File: config.mk
export PLATFORM = sky130hd
export DESIGN_NAME = ysyx_23060072_wb_arbiter
export DESIGN_NICKNAME = d
export VERILOG_FILES = /design/src/rtl/ysyx_23060072_wb_arbiter.sv
export SDC_FILE = /design/constraint.sdc
export NUM_CORES = 1
export LEC_CHECK = 0
export CAP_MARGIN = 10
export CORE_ASPECT_RATIO = 1.2
export CORE_MARGIN = 4
export CORE_UTILIZATION = 36
export DETAILED_ROUTE_END_ITERATION = 8
export PLACE_DENSITY = 0.95
export SETUP_SLACK_MARGIN = 0.4
export SYNTH_ARGS = -nofsm -noshare
export SYNTH_HDL_FRONTEND = slang
export SYNTH_SLANG_ARGS = --single-unit
File: constraint.sdc
create_clock -name clk -period 7.7 [get_ports clk]
set_clock_uncertainty 0.15 [all_clocks]
set_input_delay 1.925 -clock clk [delete_from_list [all_inputs] [get_ports clk]]
set_output_delay 1.925 -clock clk [all_outputs]
set_load 0.05 [all_outputs]
File: src/rtl/ysyx_23060072_wb_arbiter.sv
// Round-robin arbiter sharing the register-file write port between NREQ writeback
// sources; the winner is registered onto the wb_* outputs with one cycle of latency.
module ysyx_23060072_wb_arbiter #(
  parameter int NREQ = 4,
  parameter int AW   = 5,
  parameter int DW   = 32,
  localparam int SW  = $clog2(NREQ)
) (
  input  logic              clk,
  input  logic              rst,
  input  logic              stall_i,
  input  logic [NREQ-1:0]   req_valid_i,
  input  logic [NREQ*AW-1:0] req_addr_i,
  input  logic [NREQ*DW-1:0] req_data_i,
  output logic [NREQ-1:0]   req_ready_o,
  output logic              wb_flag_o,
  output logic [AW-1:0]     wb_addr_o,
  output logic [DW-1:0]     wb_data_o,
  output logic [SW-1:0]     wb_src_o
);

  logic [SW-1:0] last_q;
  logic          wb_flag_q;
  logic [AW-1:0] wb_addr_q;
  logic [DW-1:0] wb_data_q;
  logic [SW-1:0] wb_src_q;

  logic          grant_found_d;
  logic [SW-1:0] grant_idx_d;
  logic [SW-1:0] probe_idx;
  logic [AW-1:0] win_addr_d;
  logic [DW-1:0] win_data_d;

  function automatic logic [SW-1:0] rr_index(input logic [SW-1:0] base, input int k);
    int s;
    s = (int'(base) + k) % NREQ;
    return SW'(s);
  endfunction

  // Search starts one past the last winner, so the most recently served requester
  // has the lowest priority in the next cycle.
  always_comb begin
    // NOTE: every combinational output gets a default first so no latch is inferred.
    grant_found_d = 1'b0;
    grant_idx_d   = '0;
    probe_idx     = '0;
    if (!stall_i && !rst) begin
      for (int k = 1; k <= NREQ; k++) begin
        probe_idx = rr_index(last_q, k);
        if (!grant_found_d && req_valid_i[probe_idx]) begin
          grant_found_d = 1'b1;
          grant_idx_d   = probe_idx;
        end
      end
    end
  end

  always_comb begin
    req_ready_o              = '0;
    req_ready_o[grant_idx_d] = grant_found_d;
    win_addr_d               = req_addr_i[grant_idx_d*AW +: AW];
    win_data_d               = req_data_i[grant_idx_d*DW +: DW];
  end

  // NOTE: state registers use non-blocking assignments so all of them update
  // together from the values seen before the edge.
  always_ff @(posedge clk or posedge rst) begin
    if (rst) begin
      last_q    <= SW'(NREQ - 1);
      wb_flag_q <= 1'b0;
      wb_addr_q <= '0;
      wb_data_q <= '0;
      wb_src_q  <= '0;
    end else begin
      wb_flag_q <= 1'b0;
      if (grant_found_d) begin
        // x0 requests are consumed and advance the pointer but never write.
        last_q    <= grant_idx_d;
        wb_flag_q <= (win_addr_d != '0);
        wb_addr_q <= win_addr_d;
        wb_data_q <= win_data_d;
        wb_src_q  <= grant_idx_d;
      end
    end
  end

  assign wb_flag_o = wb_flag_q;
  assign wb_addr_o = wb_addr_q;
  assign wb_data_o = wb_data_q;
  assign wb_src_o  = wb_src_q;

endmodule

### Word-level counts from Yosys, hierarchy flattened

Index checks and enable logic that the tools add are counted.

| word-level totals | value |
|---|---|
| output and inout bits | 44 |
| latch bits | 0 |
| memories kept | 0 |
| bits in writable memories | 0 |
| bits in registers | 42 |
| ROM bits | 0 |

| cells by class | value |
|---|---|
| $mul | 1 |
| $lt $le $gt $ge | 6 |
| add/sub/neg operators | 4 |
| shifts and indexed selects | 2 |
| equal/unequal tests | 0 |
| bitwise gates (word level) | 1 |
| multiplexer cells | 24 |
| reduce and logical (&&, ||, !) cells | 11 |
| div/mod/pow operators | 0 |

Operators by type and width:

| kind | number |
|---|---|
| 128-bit by 8-bit variable part select with 32-bit output | 1 |
| 20-bit by 6-bit variable part select with 5-bit output | 1 |
| 2-bit by 3-bit < comparator with 1-bit output (second input constant) | 5 |
| 1-bit two-way mux | 14 |
| 2-bit two-way mux | 5 |
| 1-bit binary-select mux with 2-bit select | 4 |
| 1-bit logical AND | 5 |
| 1-bit logical NOT | 5 |
| 2-bit by 3-bit multiplier with 5-bit output (second input constant) | 1 |
| 5-bit nonzero test | 1 |
| 2-bit by 1-bit adder with 2-bit output (second input constant) | 2 |
| 2-bit adder (second input constant) | 2 |
| 4-bit bitwise AND | 1 |
| 1-bit demux with 2-bit select | 1 |
| 2-bit by 1-bit >= comparator with 1-bit output (second input constant) | 1 |

### Depth between registers and ports, before layout

| logic depth | value |
|---|---|
| depth in word-level cells | 22 |
| gate-level depth with buffers | 9 |

### Least setup slack after synthesis

Ideal clock, no wire load.

| timing | value |
|---|---|
| path type | input -> output |
| start point | input port req_valid_i[3] |
| end point | output port req_ready_o[0] |
| data required time | 5625 ps |
| cell stages on the path | 5 |
| data arrival time | 3342 ps |
| slack | 2283 ps |
| path through | or2_2 -> o211ai_1 -> a21o_1 -> clkbuf_1 -> and2_1 |

| on the way | value |
|---|---|
| cells in the longest elaborated chain, start to end | 21 |

Ends and longest elaborated chain:

| what | RTL line | RTL |
|---|---|---|
| from (decl) | 12 | `input logic [NREQ-1:0] req_valid_i,` |
| 1-bit binary-select mux with 2-bit select | 50 | `if (!grant_found_d && req_valid_i[probe_idx]) begin` |
| 1-bit two-way mux (not written as such) | 50 |  |
| 1-bit two-way mux | 50 |  |
| 1-bit two-way mux | 47 | `if (!stall_i && !rst) begin` |
| 1-bit logical NOT | 50 |  |
| 1-bit logical AND | 50 |  |
| 1-bit two-way mux | 50 |  |
| 1-bit two-way mux | 47 |  |
| [... 5 more ...] | - |  |
| 1-bit logical AND | 50 |  |
| 2-bit two-way mux | 50 |  |
| 2-bit two-way mux | 47 |  |
| 2-bit by 3-bit < comparator with 1-bit output (not written as such) / 2-bit by 1-bit >= comparator with 1-bit output (equally long branches) | 60 | `req_ready_o[grant_idx_d] = grant_found_d;` |
| 1-bit logical AND (not written as such) | 60 |  |
| 1-bit two-way mux (not written as such) | 60 |  |
| 1-bit demux with 2-bit select | 60 |  |
| 4-bit bitwise AND (no line) (*) | - |  |
| to (decl) | 15 | `output logic [NREQ-1:0] req_ready_o,` |

Mark *: on every way between the ends. The rest lies on a longest branch, timed or not. The select of a mux whose other input is x is not followed.

### Final worst setup path

| timing | value |
|---|---|
| start point | input port req_valid_i[1] |
| end point | output port req_ready_o[0] |

The elaborated chain is that of the path after synthesis.

==> metrics.md <==
| Metric | Value |
|---|---|
| Status | finished, final reports clean |
| Fill cells | 506 |
| Most frequent cells after synthesis | 65 x a22oi_1, 40 x dfrtp_1, 36 x nor2_1 |
| Skew-Pair Late Insertion Delay | 280 ps |
| RSZ-0062 raised after global routing | false |
| Most instantiated library cell after synthesis | a22oi_1 |
| Final period util | 83.3% |
| Power Density | 205 mW/mm^2 |
| Leakage power | 1.82 nW |
| Synth cell types | 33 |
| Global-route wire length before repair | 16000 um |
| Vias in the first global route | 3231 |
| Port Buf Inserts | 198 |
| Total CTS buffers | 5 |
| Proportion of layout cells with a drive suffix above 1 | 7.44% |
| Routed length per instance | 18.3 um |
| Vert. Die Dim | 99.2 um |
| GR Overflow Total | 0 |
| Initial DRT Pass Iterations | 5 |
| Synthesized area per cell | 9.31 sq um |
| H-tree depth | 2 |
| CTS root buffer | clkbuf_8 |
| Die width | 84.0 um |
| Synthesized area | 0.00249 sq mm |
| Synth Warn # | 0 |
| Final setup TNS | 0 ps |
| CP cell instances | clkdlybuf4s50_1 -> o21a_1 -> o21ai_1 -> o211ai_1 -> a21o_1 -> and2_1 -> clkdlybuf4s50_1 |
| Final setup fails | 0 |
| Clock Path Buffers | 2 |
| Crit-path max FO | 6 |
| Slew Limit Fails | 0 |
| ANT cells | 0 |
| WHS | 341 ps |
| Dpl ws | 1310 ps |
| Top delay family on crit path | buffers and inverters |
| Count of clock tree sinks | 42 |
| Cts-stage hold buffer count | 0 |
| Mapped Nets | 423 |
| Vias/cell | 5.58 |
| CTS clk-pin slew, worst paths | 80 ps |
| Max Fclk | 156 MHz |
| Yosys reg bits | 42 |
| Slowest cell on the critical path | clkdlybuf4s50_1 |
| CP Launch Type | input pin |
| DRC | 0 |
| Initial drt markers | 189 |
| Wirelength, routed | 9930 um |
| CP most frequent cell | clkdlybuf4s50_1 |
| Remaining antenna violation count after routing | 0 |
| Hold/Removal Path Class | reg -> reg |
| Post-CTS Setup Bufs | 0 |
| Main flop type after synthesis | dfrtp_1 |
| Synthesized netlist cell count | 268 |
| Fin. Hold Viols | 0 |
| Via count | 3025 |
| Crit-path max cell delay | 710 ps |
| Post-route worst setup slack | 1280 ps |
| Nets@finish | 611 |
| VDD IR max | 114 uV |
| Crit path time final | 6420 ps |
| Share of the synthesized area in the top cell type | 40.1% |
| Ys async rst share | 100% |
| Largest net degree at the start of global routing | 43 |
| Initial antenna violation count | 0 |
| WP data arrival | 4340 ps |
| Die footprint | 0.00833 sq mm |
| Largest area contributor in the netlist | dfrtp_1 |
| Layout area overhead | 87.2% |
| CORE AREA | 0.00657 sq mm |
| Setup crit end kind | output port |
| Crit Path Category | in -> out |
| # resized after CTS | 0 |
| Data required, critical path | 5620 ps |
| Number of synthesized flops with an enable pin | 0 |
| Max cap viols | 0 |
| Final Wtd Congestion | 0.898 |
| Std-Cell Rows | 32 |
| Initial Util | 38.0% |
| Sequential share of the synthesized area | 42.2% |
| GRT Overall Usage | 24.0% |
| I/O pins | 199 |
| Slew @ Worst Pin | 872 ps |
| Crit path buf inv count | 2 |
| CTS tree | done |
| Post-DP HPWL | 7810 um |
| Top cells by area, synth | dfrtp_1 40%, a22oi_1 20%, a31oi_1 8.0%, nor2_1 5.4%, mux2i_1 2.8% |
| Worst relative slew slack | 41.8% |
per-layer routing:
metal,wire (um),global-route usage (%),up-vias
li1,-,-,1407
met1,3740,27.2,1410
met2,5010,42.8,189
met3,944,7.62,19
met4,237,7.80,0
met5,0,0,-
power by group:
| part | internal [mW] | leakage, nW | switching, mW |
|---|---|---|---|
| clock network | 0.138 | 0.0714 | 0.0766 |
| registers | 0.264 | 0.473 | 0.0262 |
| logic | 0.191 | 1.28 | 0.262 |
| total | 0.593 | 1.82 | 0.365 |
final timing paths:
path | startpoint | to | slack [ps] | cells past startpoint
hold / removal | wb_src_o[1]$_DFFE_PP0P_ | wb_src_o[1]$_DFFE_PP0P_ | 340 | 1
hold reg to reg | wb_src_o[1]$_DFFE_PP0P_ | wb_src_o[1]$_DFFE_PP0P_ | 340 | 1
min in group asynchronous | rst | wb_data_o[30]$_DFFE_PP0P_ | 2050 | 2
setup reg to reg | last_q[1]$_DFFE_PP1P_ | wb_data_o[24]$_DFFE_PP0P_ | 5180 | 7
setup / recovery | req_valid_i[1] | req_ready_o[0] | 1280 | 7
max in group asynchronous | rst | wb_data_o[18]$_DFFE_PP0P_ | 4800 | 2
cells in the final DEF (no fill, tap or decap), drive strengths merged, types with 3 or more instances in the layout:
cell | netlist | layout
a22oi | 65 | 65
a21o | 3 | 3
nand3 | 8 | 8
clkbuf | 11 | 6
clkdlybuf4s50 | 0 | 196
o21ai | 10 | 10
a21oi | 4 | 4
o21a | 3 | 3
mux2 | 3 | 3
nand2 | 4 | 4
nor2 | 39 | 39
dfrtp | 40 | 40
and2 | 6 | 6
a31oi | 32 | 32
nand2b | 4 | 4
buf | 12 | 8
inv | 3 | 3
mux2i | 7 | 7
sequential cells by signal, summed over array words and instances (netlist names):
register,flops
wb_data_o,32
wb_addr_o,5
last_q,2
wb_src_o,2
wb_flag_o,1
final cells by class:
class / count / area, sq um / share of cell area [%]
inverters: 3 / 11.3 / 0.241
well taps: 85 / 106 / 2.28
flip-flops and latches: 42 / 1050 / 22.6
repair buffers: 204 / 2050 / 43.8
clock inverters: 2 / 60.1 / 1.29
clock buffers: 6 / 82.6 / 1.77
multi-input cells: 200 / 1310 / 28.0
worst register-to-register path, stage by stage, from the launching register on:
cell and delay [ps]:
dfstp_2 620, nand2_1 70, a21oi_1 370, o21a_1 220, and2_1 260, buf_4 380, a22oi_1 190, a31oi_1 200
metrics by stage:
step	cells	cell area, sq um	utilization, %	power (mW)
after floorplan	268	2490	-	0.550
after global placement	534	4530	68.9	0.735
after detailed placement	534	4530	68.9	0.748
after CTS	542	4670	71.1	0.966
after global routing	542	4670	71.1	1.00
final	542	4670	71.1	0.958
logic make-up after synthesis:
logic type / after synthesis / synth area share (%)
compound gates: 124 / 35.7
buf+inv: 26 / 5.32
flops: 42 / 42.2
mux: 10 / 4.16
simple gates: 66 / 12.6
Power figures use the tool's default switching activity.
